`src/rtl/ifmap_wadr_gen.sv`:
```
// ifmap_wadr_gen: write-side address generator and ping-pong bank controller
// for the input-activation double buffer. Words arrive in ix-fastest, then iy,
// then ic order; each accepted word gets a bank-local linear address. A bank
// that has received a complete tile is marked full and handed to the reader,
// which releases it when it has finished consuming it.
module ifmap_wadr_gen #(
  parameter int BANK_ADDR_WIDTH = 8
) (
  input  logic                         clk,
  input  logic                         rst,
  input  logic                         config_en,
  input  logic [3*BANK_ADDR_WIDTH-1:0] config_data,
  input  logic                         in_valid,
  output logic                         in_ready,
  output logic                         wen,
  output logic [BANK_ADDR_WIDTH-1:0]   wadr,
  output logic                         wbank,
  output logic                         tile_done,
  output logic                         rd_bank,
  output logic                         rd_bank_valid,
  input  logic                         rd_release,
  output logic                         cfg_err
);

  localparam int W  = BANK_ADDR_WIDTH;
  localparam int TW = 3 * BANK_ADDR_WIDTH;

  // Largest tile that fits in one bank: 2^W words.
  localparam logic [TW-1:0] TILE_LIMIT = {{(TW-W-1){1'b0}}, 1'b1, {W{1'b0}}};

  // Configuration registers
  logic [W-1:0] ix0_reg;
  logic [W-1:0] iy0_reg;
  logic [W-1:0] ic1_reg;
  logic         configured_reg;
  logic         cfg_err_reg;

  // Tile position counters and linear address
  logic [W-1:0] ix_reg;
  logic [W-1:0] iy_reg;
  logic [W-1:0] ic_reg;
  logic [W-1:0] lin_reg;

  // Ping-pong bookkeeping
  logic         wbank_reg;
  logic         rd_bank_reg;
  logic [1:0]   full_reg;
  logic [1:0]   full_next;
  logic         tile_done_reg;

  // Incoming configuration fields and tile-size validity check
  logic [W-1:0]  cfg_ix0;
  logic [W-1:0]  cfg_iy0;
  logic [W-1:0]  cfg_ic1;
  logic [TW-1:0] cfg_size;
  logic          cfg_bad;

  // Per-word control
  logic ix_last;
  logic iy_last;
  logic ic_last;
  logic tile_last;
  logic release_ok;

  assign cfg_ix0  = config_data[3*W-1:2*W];
  assign cfg_iy0  = config_data[2*W-1:W];
  assign cfg_ic1  = config_data[W-1:0];
  assign cfg_size = TW'(cfg_ix0) * TW'(cfg_iy0) * TW'(cfg_ic1);
  assign cfg_bad  = (cfg_ix0 == '0) || (cfg_iy0 == '0) || (cfg_ic1 == '0) ||
                    (cfg_size > TILE_LIMIT);

  // Ready depends only on registered state, never on in_valid.
  assign in_ready = configured_reg & ~full_reg[wbank_reg];

  // A word offered in a config or reset cycle is dropped, so it must not
  // reach the buffer either.
  assign wen = in_valid & in_ready & ~config_en & ~rst;

  assign ix_last   = (ix_reg == ix0_reg - W'(1));
  assign iy_last   = (iy_reg == iy0_reg - W'(1));
  assign ic_last   = (ic_reg == ic1_reg - W'(1));
  assign tile_last = wen & ix_last & iy_last & ic_last;

  // A release of an empty bank is ignored.
  assign release_ok = rd_release & configured_reg & full_reg[rd_bank_reg];

  // Per-bank full flag: set by the last write of a tile, cleared by release.
  // Both may happen in one cycle; they always target different banks because
  // a write needs an empty bank and a release needs a full one.
  generate
    for (genvar gi = 0; gi < 2; gi++) begin : g_full
      assign full_next[gi] =
        (full_reg[gi] & ~(release_ok & (rd_bank_reg == 1'(gi)))) |
        (tile_last & (wbank_reg == 1'(gi)));
    end
  endgenerate

  // Configuration, address counters and bank bookkeeping
  always_ff @(posedge clk) begin
    if (rst) begin
      ix0_reg        <= '0;
      iy0_reg        <= '0;
      ic1_reg        <= '0;
      configured_reg <= 1'b0;
      cfg_err_reg    <= 1'b0;
      ix_reg         <= '0;
      iy_reg         <= '0;
      ic_reg         <= '0;
      lin_reg        <= '0;
      wbank_reg      <= 1'b0;
      rd_bank_reg    <= 1'b0;
      full_reg       <= 2'b00;
      tile_done_reg  <= 1'b0;
    end else if (config_en) begin
      ix0_reg        <= cfg_ix0;
      iy0_reg        <= cfg_iy0;
      ic1_reg        <= cfg_ic1;
      configured_reg <= ~cfg_bad;
      cfg_err_reg    <= cfg_bad;
      ix_reg         <= '0;
      iy_reg         <= '0;
      ic_reg         <= '0;
      lin_reg        <= '0;
      wbank_reg      <= 1'b0;
      rd_bank_reg    <= 1'b0;
      full_reg       <= 2'b00;
      tile_done_reg  <= 1'b0;
    end else begin
      tile_done_reg <= tile_last;
      full_reg      <= full_next;
      if (release_ok) begin
        rd_bank_reg <= ~rd_bank_reg;
      end
      if (tile_last) begin
        ix_reg    <= '0;
        iy_reg    <= '0;
        ic_reg    <= '0;
        lin_reg   <= '0;
        wbank_reg <= ~wbank_reg;
      end else if (wen) begin
        lin_reg <= lin_reg + W'(1);
        if (ix_last) begin
          ix_reg <= '0;
          if (iy_last) begin
            iy_reg <= '0;
            ic_reg <= ic_reg + W'(1);
          end else begin
            iy_reg <= iy_reg + W'(1);
          end
        end else begin
          ix_reg <= ix_reg + W'(1);
        end
      end
    end
  end

  assign wadr          = lin_reg;
  assign wbank         = wbank_reg;
  assign tile_done     = tile_done_reg;
  assign rd_bank       = rd_bank_reg;
  assign rd_bank_valid = full_reg[rd_bank_reg];
  assign cfg_err       = cfg_err_reg;

endmodule

```
`config.mk`:
```
export PLATFORM = sky130hd
export DESIGN_NAME = ifmap_wadr_gen
export DESIGN_NICKNAME = d
export VERILOG_FILES = /design/src/rtl/ifmap_wadr_gen.sv
export SDC_FILE = /design/constraint.sdc
export NUM_CORES = 1
export LEC_CHECK = 0
export ABC_AREA = 1
export CAP_MARGIN = 5
export CORE_UTILIZATION = 50
export DETAILED_ROUTE_END_ITERATION = 7
export PLACE_DENSITY_LB_ADDON = 0.25
export SKIP_CTS_REPAIR_TIMING = 1
export SYNTH_ARGS = -nofsm -noshare
export SYNTH_HDL_FRONTEND = slang
export SYNTH_SLANG_ARGS = --single-unit
```
`constraint.sdc`:
```
create_clock -name clk -period 22.5 [get_ports clk]
set_input_delay 4.5 -clock clk [delete_from_list [all_inputs] [get_ports clk]]
set_output_delay 4.5 -clock clk [all_outputs]
set_load 0.1 [all_outputs]
```
==> impl_metrics.py <==
metrics = {
    "cells_and_area": {
        "layout-drive-gt1-share": 0.04333,
        "areaGrowthSynthToFinish_pct": 8.822,
        "final_util": 0.5628,
        "fin_nets": 1731,
        "stdcell_count": 1765,
        "antenna_cells": 0,
    },
    "placed_design": {
        "numPortBuffers": 43,
        "dp.cells": 1749,
        "gp_congestion": 0.8708,
        "hpwl_um": 18640,
    },
    "hold_path": {
        "worstHoldPathType": "reg2reg",
        "hold_depth": 2,
    },
    "job": {
        "maxCapViolations": 0,
    },
    "worst_setup_path": {
        "crit_path_max_fanout": 10,
        "r2r-end": "ic_reg[6]",
        "crit_path_end_kind": "flop",
        "arrival_ps": 13080,
        "rrSetupSlack_ps": 20280,
        "cp.required_ps": 22720,
        "crit_end": "cfg_err",
        "path_class": "in2reg",
        "crit_path_max_incr_delay_ps": 710,
        "critPathLaunch": "config_data[15]",
        "reg2reg_depth": 11,
        "startpoint_type": "input pin",
        "worstReg2RegStart": "ix0_reg[0]",
        "slowest_stage": "clkdlybuf4s50_1",
    },
    "timing": {
        "relSlewSlack": 0.3281,
        "setup_viol": 0,
        "fin_crit_ps": 12870,
        "finalHoldViolations": 0,
        "skew_ps": 6.225,
        "period_share": 0.5718,
        "slew_violations": 0,
        "rsz0062_at_grt": "no",
        "worst_pin_slew_ps": 1005,
        "setup_tns_ps": 0,
        "fmax_mhz": 77.73,
    },
    "yosys": {
        "synthCells": 1479,
        "synth_area_um2": 10200,
        "synth-edff-count": 0,
        "synth_top_area_share": 0.2356,
        "synthDistinctLibCells": 41,
        "synth_warnings": 0,
        "syn_avg_cell_area_um2": 6.895,
        "async_flop_share": 0,
        "synth-seq-cells": 63,
        "synth_flop_cell": "dfxtp_1",
        "synth_commonest_cells": "nand2_1, inv_1, nor2_1, fa_1, ha_1",
        "synth_top_cell_by_area": "fa_1",
        "synth.net_count": 1715,
        "netlist_top_cells_area": "fa_1, nand2_1, inv_1",
        "yosysMostFrequentCell": "nand2_1",
        "seq_area_frac_synth": 0.1237,
    },
    "routing": {
        "ant_nets": 0,
        "drc": 0,
        "firstDrtPassIters": 5,
        "initialDrtViolationCount": 428,
        "vias": 8672,
        "wl_um": 22490,
        "drt-wirelength-per-cell_um": 12.74,
        "vias_per_cell": 4.913,
    },
    "clock_tree": {
        "clkSinkCount": 63,
        "numCtsBuffers": 9,
        "clk_latency_ps": 330,
        "clockBufferDepth": 2,
        "h-tree-depth": 3,
        "cts_root_buf": "clkbuf_16",
        "clkTransAtPathRegs_ps": 50,
        "cts_tree": "built",
    },
    "global_routing": {
        "grt_pass1_vias": 8417,
        "grt_pass1_wl_um": 39010,
        "overflow": 0,
        "antenna_found_initial": 1,
        "grt_usage": 0.2328,
        "grt_max_degree": 41,
    },
    "floorplanning": {
        "die_height_um": 144.8,
        "coreArea_um2": 19720,
        "die_area_um2": 20970,
        "io_pins": 44,
        "initial_core_util": 0.5172,
        "die_w_um": 144.8,
        "rows": 51,
    },
    "status": {
        "status": "completed",
    },
}
## placed cells by master (no fill, tap or decap), drive strengths merged, types with 2 or more instances in the layout
master	netlist	final
a21oi	72	72
and2	4	4
clkbuf	34	13
clkdlybuf4s50	0	43
clkinv	3	6
dfxtp	63	63
fa	120	120
ha	87	87
inv	345	345
nand2	360	360
nand3	55	55
nand3b	10	10
nand4	25	25
nor2	166	166
nor3	10	10
o2111ai	2	2
o21ai	34	34
o21bai	4	4
or2	13	13
xnor2	20	20
xor2	42	42
## layout make-up
type	count	area, um^2
clock buffer	13	280.3
clock inverter	3	15.01
fill	1926	8621
inverter	348	1306
multi-input combinational	1029	7465
sequential	63	1261
tap	265	331.6
timing repair buffer	44	437.9
## metrics by stage
stage               instance area [um^2]  hold WS, ps  worst slack [ps]
global route                       11100        513.6              9000
floorplan                          10200        450.2             10550
finish                             11100        480.7              9635
CTS                                11100        483.8              9565
detailed placement                 10800        477.4              9238
global placement                   10800        466.7              9352
## logic make-up after synthesis
family	Yosys count	synth area share
compound gates	114	0.05865
xor+xnor	63	0.05620
fa+ha+maj	207	0.3423
buf+inv	387	0.1443
flops	63	0.1237
simple gates	645	0.2748
## layer usage
layer | wire length [um] | share of wire | GRT usage | vias up
met2 | 10340 | 0.46 | 0.3909 | 178
met3 | 942 | 0.042 | 0.02994 | 34
met4 | 396 | 0.018 | 0.05374 | 2
li1 | - | - | - | 4443
met5 | 10 | 0.00044 | 0 | -
met1 | 10800 | 0.48 | 0.3178 | 4015
## worst min path at each step
stage | start | end | slack, ps
after floorplan | iy0_reg[1] | iy0_reg[1] | 450
after global placement | ic_reg[4] | ic_reg[4] | 470
after detailed placement | iy0_reg[1] | iy0_reg[1] | 480
after CTS | iy0_reg[1] | iy0_reg[1] | 480
after global routing | cfg_err | cfg_err | 510
final | iy0_reg[1] | iy0_reg[1] | 480
## worst max-delay path: cells and delay by family
family / cells / cell delay (ps)
adder cells (fa/ha/maj): 10 / 4770
AND/OR/NAND/NOR: 15 / 1720
AO/OA/AOI/OAI: 3 / 410
buffers and inverters: 7 / 1040
XOR/XNOR: 1 / 640
Power is left out: the tool's default activity adds up to more than one toggle a clock period on the data nets, which glitch-free logic cannot reach.
